$ cat src/rtl/key_debounce_if.sv
// Key debouncer signal bundle: raw key levels in, debounced levels and
// per-key edge pulses out. The master side drives the raw keys; the
// debouncer itself attaches through the slave modport.
interface key_debounce_if;
  logic [11:0] keys_raw;
  logic [11:0] keystroke;
  logic [11:0] key_press;
  logic [11:0] key_release;

  modport master (
    output keys_raw,
    input  keystroke,
    input  key_press,
    input  key_release
  );

  modport slave (
    input  keys_raw,
    output keystroke,
    output key_press,
    output key_release
  );
endinterface

$ cat src/rtl/key_debounce.sv
// 12-key debouncer.
// - Each raw key passes through a 2-flop synchroniser.
// - One shared prescaler produces a sample tick every TICK_DIV clk_raw cycles.
// - Each key keeps a STABLE_N-deep history of its tick samples. A new level
//   is accepted in the cycle after the history becomes uniform and disagrees
//   with the current debounced level.
// Optional feature macro KEY_EVENT_EN: when defined, key_press/key_release
// carry one-cycle pulses coincident with accepted rising/falling edges.
// When it is undefined, both ports stay at constant 0 and the edge
// registers are not built.
module key_debounce #(
  parameter int TICK_DIV = 50000,
  parameter int STABLE_N = 4
) (
  input logic     clk_raw,
  input logic     rst,
  key_debounce_if.slave bus
);

  localparam int NK = 12;
  localparam int CW = (TICK_DIV > 1) ? $clog2(TICK_DIV) : 1;
  localparam logic [CW-1:0] TC = CW'(TICK_DIV - 1);

  logic [NK-1:0]       r_sync1;
  logic [NK-1:0]       r_sync2;
  logic [CW-1:0]       r_cnt;
  logic                r_upd;
  logic [STABLE_N-1:0] r_hist [NK];
  logic [NK-1:0]       r_keystroke;

  logic                w_tick;
  logic [NK-1:0]       w_all1;
  logic [NK-1:0]       w_all0;
  logic [NK-1:0]       w_rise;
  logic [NK-1:0]       w_fall;

  assign w_tick = (r_cnt == TC);

  // Two-stage synchroniser for the asynchronous key inputs.
  always_ff @(posedge clk_raw or posedge rst) begin
    if (rst) begin
      r_sync1 <= '0;
      r_sync2 <= '0;
    end else begin
      r_sync1 <= bus.keys_raw;
      r_sync2 <= r_sync1;
    end
  end

  // Shared prescaler; r_upd marks the cycle right after a history shift.
  always_ff @(posedge clk_raw or posedge rst) begin
    if (rst) begin
      r_cnt <= '0;
      r_upd <= 1'b0;
    end else begin
      r_cnt <= w_tick ? '0 : r_cnt + 1'b1;
      r_upd <= w_tick;
    end
  end

  // Per-key sample history, shifted only on tick cycles.
  always_ff @(posedge clk_raw or posedge rst) begin
    if (rst) begin
      for (int i = 0; i < NK; i++) r_hist[i] <= '0;
    end else if (w_tick) begin
      for (int i = 0; i < NK; i++)
        r_hist[i] <= {r_hist[i][STABLE_N-2:0], r_sync2[i]};
    end
  end

  // Uniformity of each history word.
  always_comb begin
    w_all1 = '0;
    w_all0 = '0;
    for (int i = 0; i < NK; i++) begin
      w_all1[i] = &r_hist[i];
      w_all0[i] = ~|r_hist[i];
    end
  end

  // Rising/falling decisions are only taken right after a history update,
  // so a level change can never be accepted twice from the same history.
  assign w_rise = {NK{r_upd}} & w_all1 & ~r_keystroke;
  assign w_fall = {NK{r_upd}} & w_all0 &  r_keystroke;

  // Debounced level register.
  always_ff @(posedge clk_raw or posedge rst) begin
    if (rst) r_keystroke <= '0;
    else     r_keystroke <= (r_keystroke | w_rise) & ~w_fall;
  end

  assign bus.keystroke = r_keystroke;

`ifdef KEY_EVENT_EN
  logic [NK-1:0] r_press;
  logic [NK-1:0] r_release;

  // Edge pulses registered alongside keystroke so they line up with its change.
  always_ff @(posedge clk_raw or posedge rst) begin
    if (rst) begin
      r_press   <= '0;
      r_release <= '0;
    end else begin
      r_press   <= w_rise;
      r_release <= w_fall;
    end
  end

  assign bus.key_press   = r_press;
  assign bus.key_release = r_release;
`else
  assign bus.key_press   = '0;
  assign bus.key_release = '0;
`endif

endmodule

$ cat src/flat_wrapper.sv
// flat-port wrapper written by rule: the top's interface ports become plain ports
module key_debounce_flat 
#(
  parameter int TICK_DIV = 50000,
  parameter int STABLE_N = 4
)
  (clk_raw, rst, bus_keys_raw, bus_keystroke, bus_key_press, bus_key_release);
  key_debounce_if bus_i ();
  input logic clk_raw;
  input logic rst;
  input wire logic [$bits(bus_i.keys_raw)-1:0] bus_keys_raw;
  output wire logic [$bits(bus_i.keystroke)-1:0] bus_keystroke;
  output wire logic [$bits(bus_i.key_press)-1:0] bus_key_press;
  output wire logic [$bits(bus_i.key_release)-1:0] bus_key_release;
  assign bus_i.keys_raw = bus_keys_raw;
  assign bus_keystroke = bus_i.keystroke;
  assign bus_key_press = bus_i.key_press;
  assign bus_key_release = bus_i.key_release;
  key_debounce #(.TICK_DIV(TICK_DIV), .STABLE_N(STABLE_N)) u_core (.clk_raw(clk_raw), .rst(rst), .bus(bus_i));
endmodule
$ cat config.mk
export PLATFORM = sky130hd
export DESIGN_NAME = key_debounce_flat
export DESIGN_NICKNAME = d
export VERILOG_FILES = /design/src/rtl/key_debounce_if.sv /design/src/rtl/key_debounce.sv /design/src/flat_wrapper.sv
export SDC_FILE = /design/constraint.sdc
export NUM_CORES = 1
export LEC_CHECK = 0
export BUFFER_PORTS_ARGS = -buffer_cell sky130_fd_sc_hd__buf_2
export CAP_MARGIN = 25
export CELL_PAD_IN_SITES_DETAIL_PLACEMENT = 1
export CELL_PAD_IN_SITES_GLOBAL_PLACEMENT = 1
export CORE_ASPECT_RATIO = 1.2
export CORE_UTILIZATION = 47
export CTS_BUF_LIST = sky130_fd_sc_hd__clkbuf_4 sky130_fd_sc_hd__clkbuf_8 sky130_fd_sc_hd__clkbuf_16
export DETAILED_ROUTE_END_ITERATION = 8
export HOLD_SLACK_MARGIN = 0.08
export PLACE_DENSITY = 0.84
export REMOVE_ABC_BUFFERS = 1
export SKIP_CTS_REPAIR_TIMING = 1
export SYNTH_ARGS = -nofsm -noshare
export SYNTH_HDL_FRONTEND = slang
export SYNTH_SLANG_ARGS = --single-unit
$ cat constraint.sdc
create_clock -name clk_raw -period 3.7 [get_ports clk_raw]
set_input_delay 0.555 -clock clk_raw [delete_from_list [all_inputs] [get_ports clk_raw]]
set_output_delay 0.555 -clock clk_raw [all_outputs]
set_load 0.05 [all_outputs]
==> impl_results.md <==
* Setup TNS at 0 ps
* Synth Area in Adders at 0.00313
* Final instance area at 4400 µm²
* Clock power share at 0.415
* Switching Share at 0.216
* Area Overhead vs Synth at 10.1%
* Worst setup path endpoint: u_core.r_hist[39]
* Via count at 2,234
* CTS Buffer Depth at 2
* HP Class: input pin to register
* All-Layer GR Usage at 0.171
* Crit. Startpoint: u_core.r_cnt[4]
* Finished Layout Cells at 435
* Worst-margin pin slew at 889 ps
* Crit Path Max Fanout at 39
* Mux cell area share after synthesis at 0.135
* Slew headroom at 0.407
* Leak at 2.17 nW
* Endpoints failing setup at 0
* Unrepaired setup endpoints after global routing: no
* Die area at 8870 µm²
* Crit path required time at 3950 ps
* Crit. End Element: register
* R2R setup slack at 1470 ps
* Row cnt at 36
* Synthesized area at 3990 µm²
* Mapped Cells at 286
* Diodes inserted at 0
* Synth warnings at 0
* Vias in the first global route at 2,377
* Startpoint Class: register
* Post-synthesis compound-gate area fraction at 0.0451
* Layout cells sized above 1 at 0.231
* Initial Util at 0.487
* Most common cell after layout, fill and taps aside: dfrtp_1
* Area after DPL at 4140 µm²
* Antenna-violating nets left at 0
* Port bufs at 25
* Post-Synth Simple-Gate Area at 0.0906
* Total grt overflow at 0
* Internal power at 1.61 mW
* CTS clk-pin slew, worst paths at 100 ps
* Num CTS Buffers at 9
* Flops & latches, synth at 101
* Fin. Hold Viols at 0
* Pre-Repair DR Iteration Count at 4
* Final wirelength at 6850 µm
* GP Congestion at 0.775
* Final net count at 331
* CTS H-tree lvls at 3
* Clock root cell: clkbuf_8
* DR iter-0 viols at 91
* Vias/cell at 5.14
* Commonest cells after routing, fill and taps aside: dfrtp_1 (101), mux2_1 (32), buf_2 (25)
* # clock sinks at 101
* Top Ports at 50
* Critical Path AT at 2480 ps
* DR WL/cell at 15.8 µm
* Comb pwr share at 0.039
* Clock skew at 8.67 ps
* Dpl cells at 419
* First-pass GRT wire length at 11,500 µm
* Drt drc at 0
* CTS tree: built
* Slew Limit Fails at 0
* Critical R2R Capture: u_core.r_hist[39]
* Core footprint at 8200 µm²
* Fin crit share at 0.604
* Highest achievable clock rate at 448 MHz
* Outcome: finished clean
* Seq pwr share at 0.545
* Worst flop-to-flop path startpoint: u_core.r_cnt[4]
* Max-Cap Viols at 0
* Sequential area share after synthesis at 0.633
* Avg Inst Size Synth at 14.0 µm²
* DIE WIDTH at 86.1 µm
* Antenna violations before repair at 0
* Worst R2R Path Depth at 5
* Sw power at 0.444 mW
* Peak VDD IR at 0.225 mV
* Power density cells at 467 nW/µm²
* Die height at 103 µm
* Largest net degree at the start of global routing at 76
* Final min period at 2230 ps
* Largest family of logic cells by synthesized area: multiplexers
* Crit Path Class: register to register
* Count of different cell masters after synthesis at 27
* DP Wirelength at 4530 µm
* Worst skew pair latency at 360 ps
* Xor/xnor share of the synthesized area at 0.0285
## sequential cells by signal (all words and copies together) (netlist names)
register              flops
u_core.bus.keystroke     12
u_core.r_sync1           12
u_core.r_upd              1
u_core.r_hist            48
u_core.r_cnt             16
u_core.r_sync2           12
## how the worst min path moves through the flow
stage                                  from                  to  slack, ps  cells past startpoint
after floorplan           u_core.r_sync1[0]   u_core.r_sync2[0]        330                      0
after global placement    u_core.r_sync1[3]   u_core.r_sync2[3]        330                      0
after detailed placement  u_core.r_sync1[0]   u_core.r_sync2[0]        340                      0
after CTS                  bus_keys_raw[11]  u_core.r_sync1[11]        280                      1
after global routing       bus_keys_raw[11]  u_core.r_sync1[11]        280                      1
final                      bus_keys_raw[10]  u_core.r_sync1[10]        290                      1
## cells in the mapped netlist
master      n  area [µm²]
nor3_1      3        15.0
nor4_2      1        12.5
nand3b_1    1        7.51
nand2_1     1        3.75
mux2_2     16         180
or4b_2     12         120
nor2b_1     1        6.26
buf_2       1        5.00
nand3_1     6        30.0
xor2_1      7        61.3
buf_6       3        33.8
inv_1       3        11.3
nor4_1      5        31.3
o21ai_0     2        10.0
a41oi_1    12         105
xnor2_1     6        52.6
buf_4      26         195
ha_1        1        12.5
and3_1      3        18.8
or3b_1      1        8.76
clkbuf_1    2        7.51
nand4_1     4        25.0
dfrtp_1   101        2530
nor2_1     22        82.6
mux2_1     32         360
a21oi_1    13        65.1
conb_1      1        3.75
## power groups by stage
stage	combinational, mW	sequential [mW]	clock, mW
floorplan	0.0687	1.14	0
global placement	0.0819	1.14	0
detailed placement	0.0824	1.14	0
CTS	0.0826	1.12	0.875
global route	0.0882	1.12	0.909
finish	0.0809	1.12	0.853
## critical path, cell delays in order (launching register included)
cell and delay (ps):
dfrtp_1 450, nor4_1 300, nand3b_1 180, nor4_4 300, buf_4 470, mux2_2 400
## kinds of logic (layout without fill, tap and decap cells)
kind of cell,Yosys count,after routing
adders and majority gates,1,1
buffers and inverters,35,47
xor gates and xnor gates,13,13
AOI/OAI and AO/OA,27,27
muxes,48,48
and+or+nand+nor,60,60
DFF,101,101
other,1,24
## stage by stage
stage | setup WS, ps | power, mW | util | hold WS (ps)
final | 1470 | 2.05 | 0.536 | 294
after global routing | 1380 | 2.12 | 0.536 | 275
after CTS | 1470 | 2.08 | 0.536 | 279
after detailed placement | 1500 | 1.22 | 0.505 | 336
after global placement | 1540 | 1.22 | 0.505 | 334
after floorplan | -819 | 1.21 | - | 331
## layout make-up
class | count | area [µm²]
clock inverter | 5 | 106
sequential | 101 | 2530
tap | 114 | 143
fill | 849 | 3800
inverter | 3 | 13.8
multi-input combinational | 173 | 1310
timing repair buffer | 28 | 148
clock buffer | 11 | 151
## per-layer routing
metal | track usage | routed length, µm | share of wire | vias to the layer above
met4 | 0.0885 | 164 | 0.024 | 0
li1 | - | - | - | 1031
met1 | 0.214 | 3000 | 0.44 | 1160
met5 | 0 | 0 | 0 | -
met2 | 0.288 | 3530 | 0.52 | 31
met3 | 0.0288 | 154 | 0.022 | 12
No activity file was read; power rests on OpenSTA's default activity.
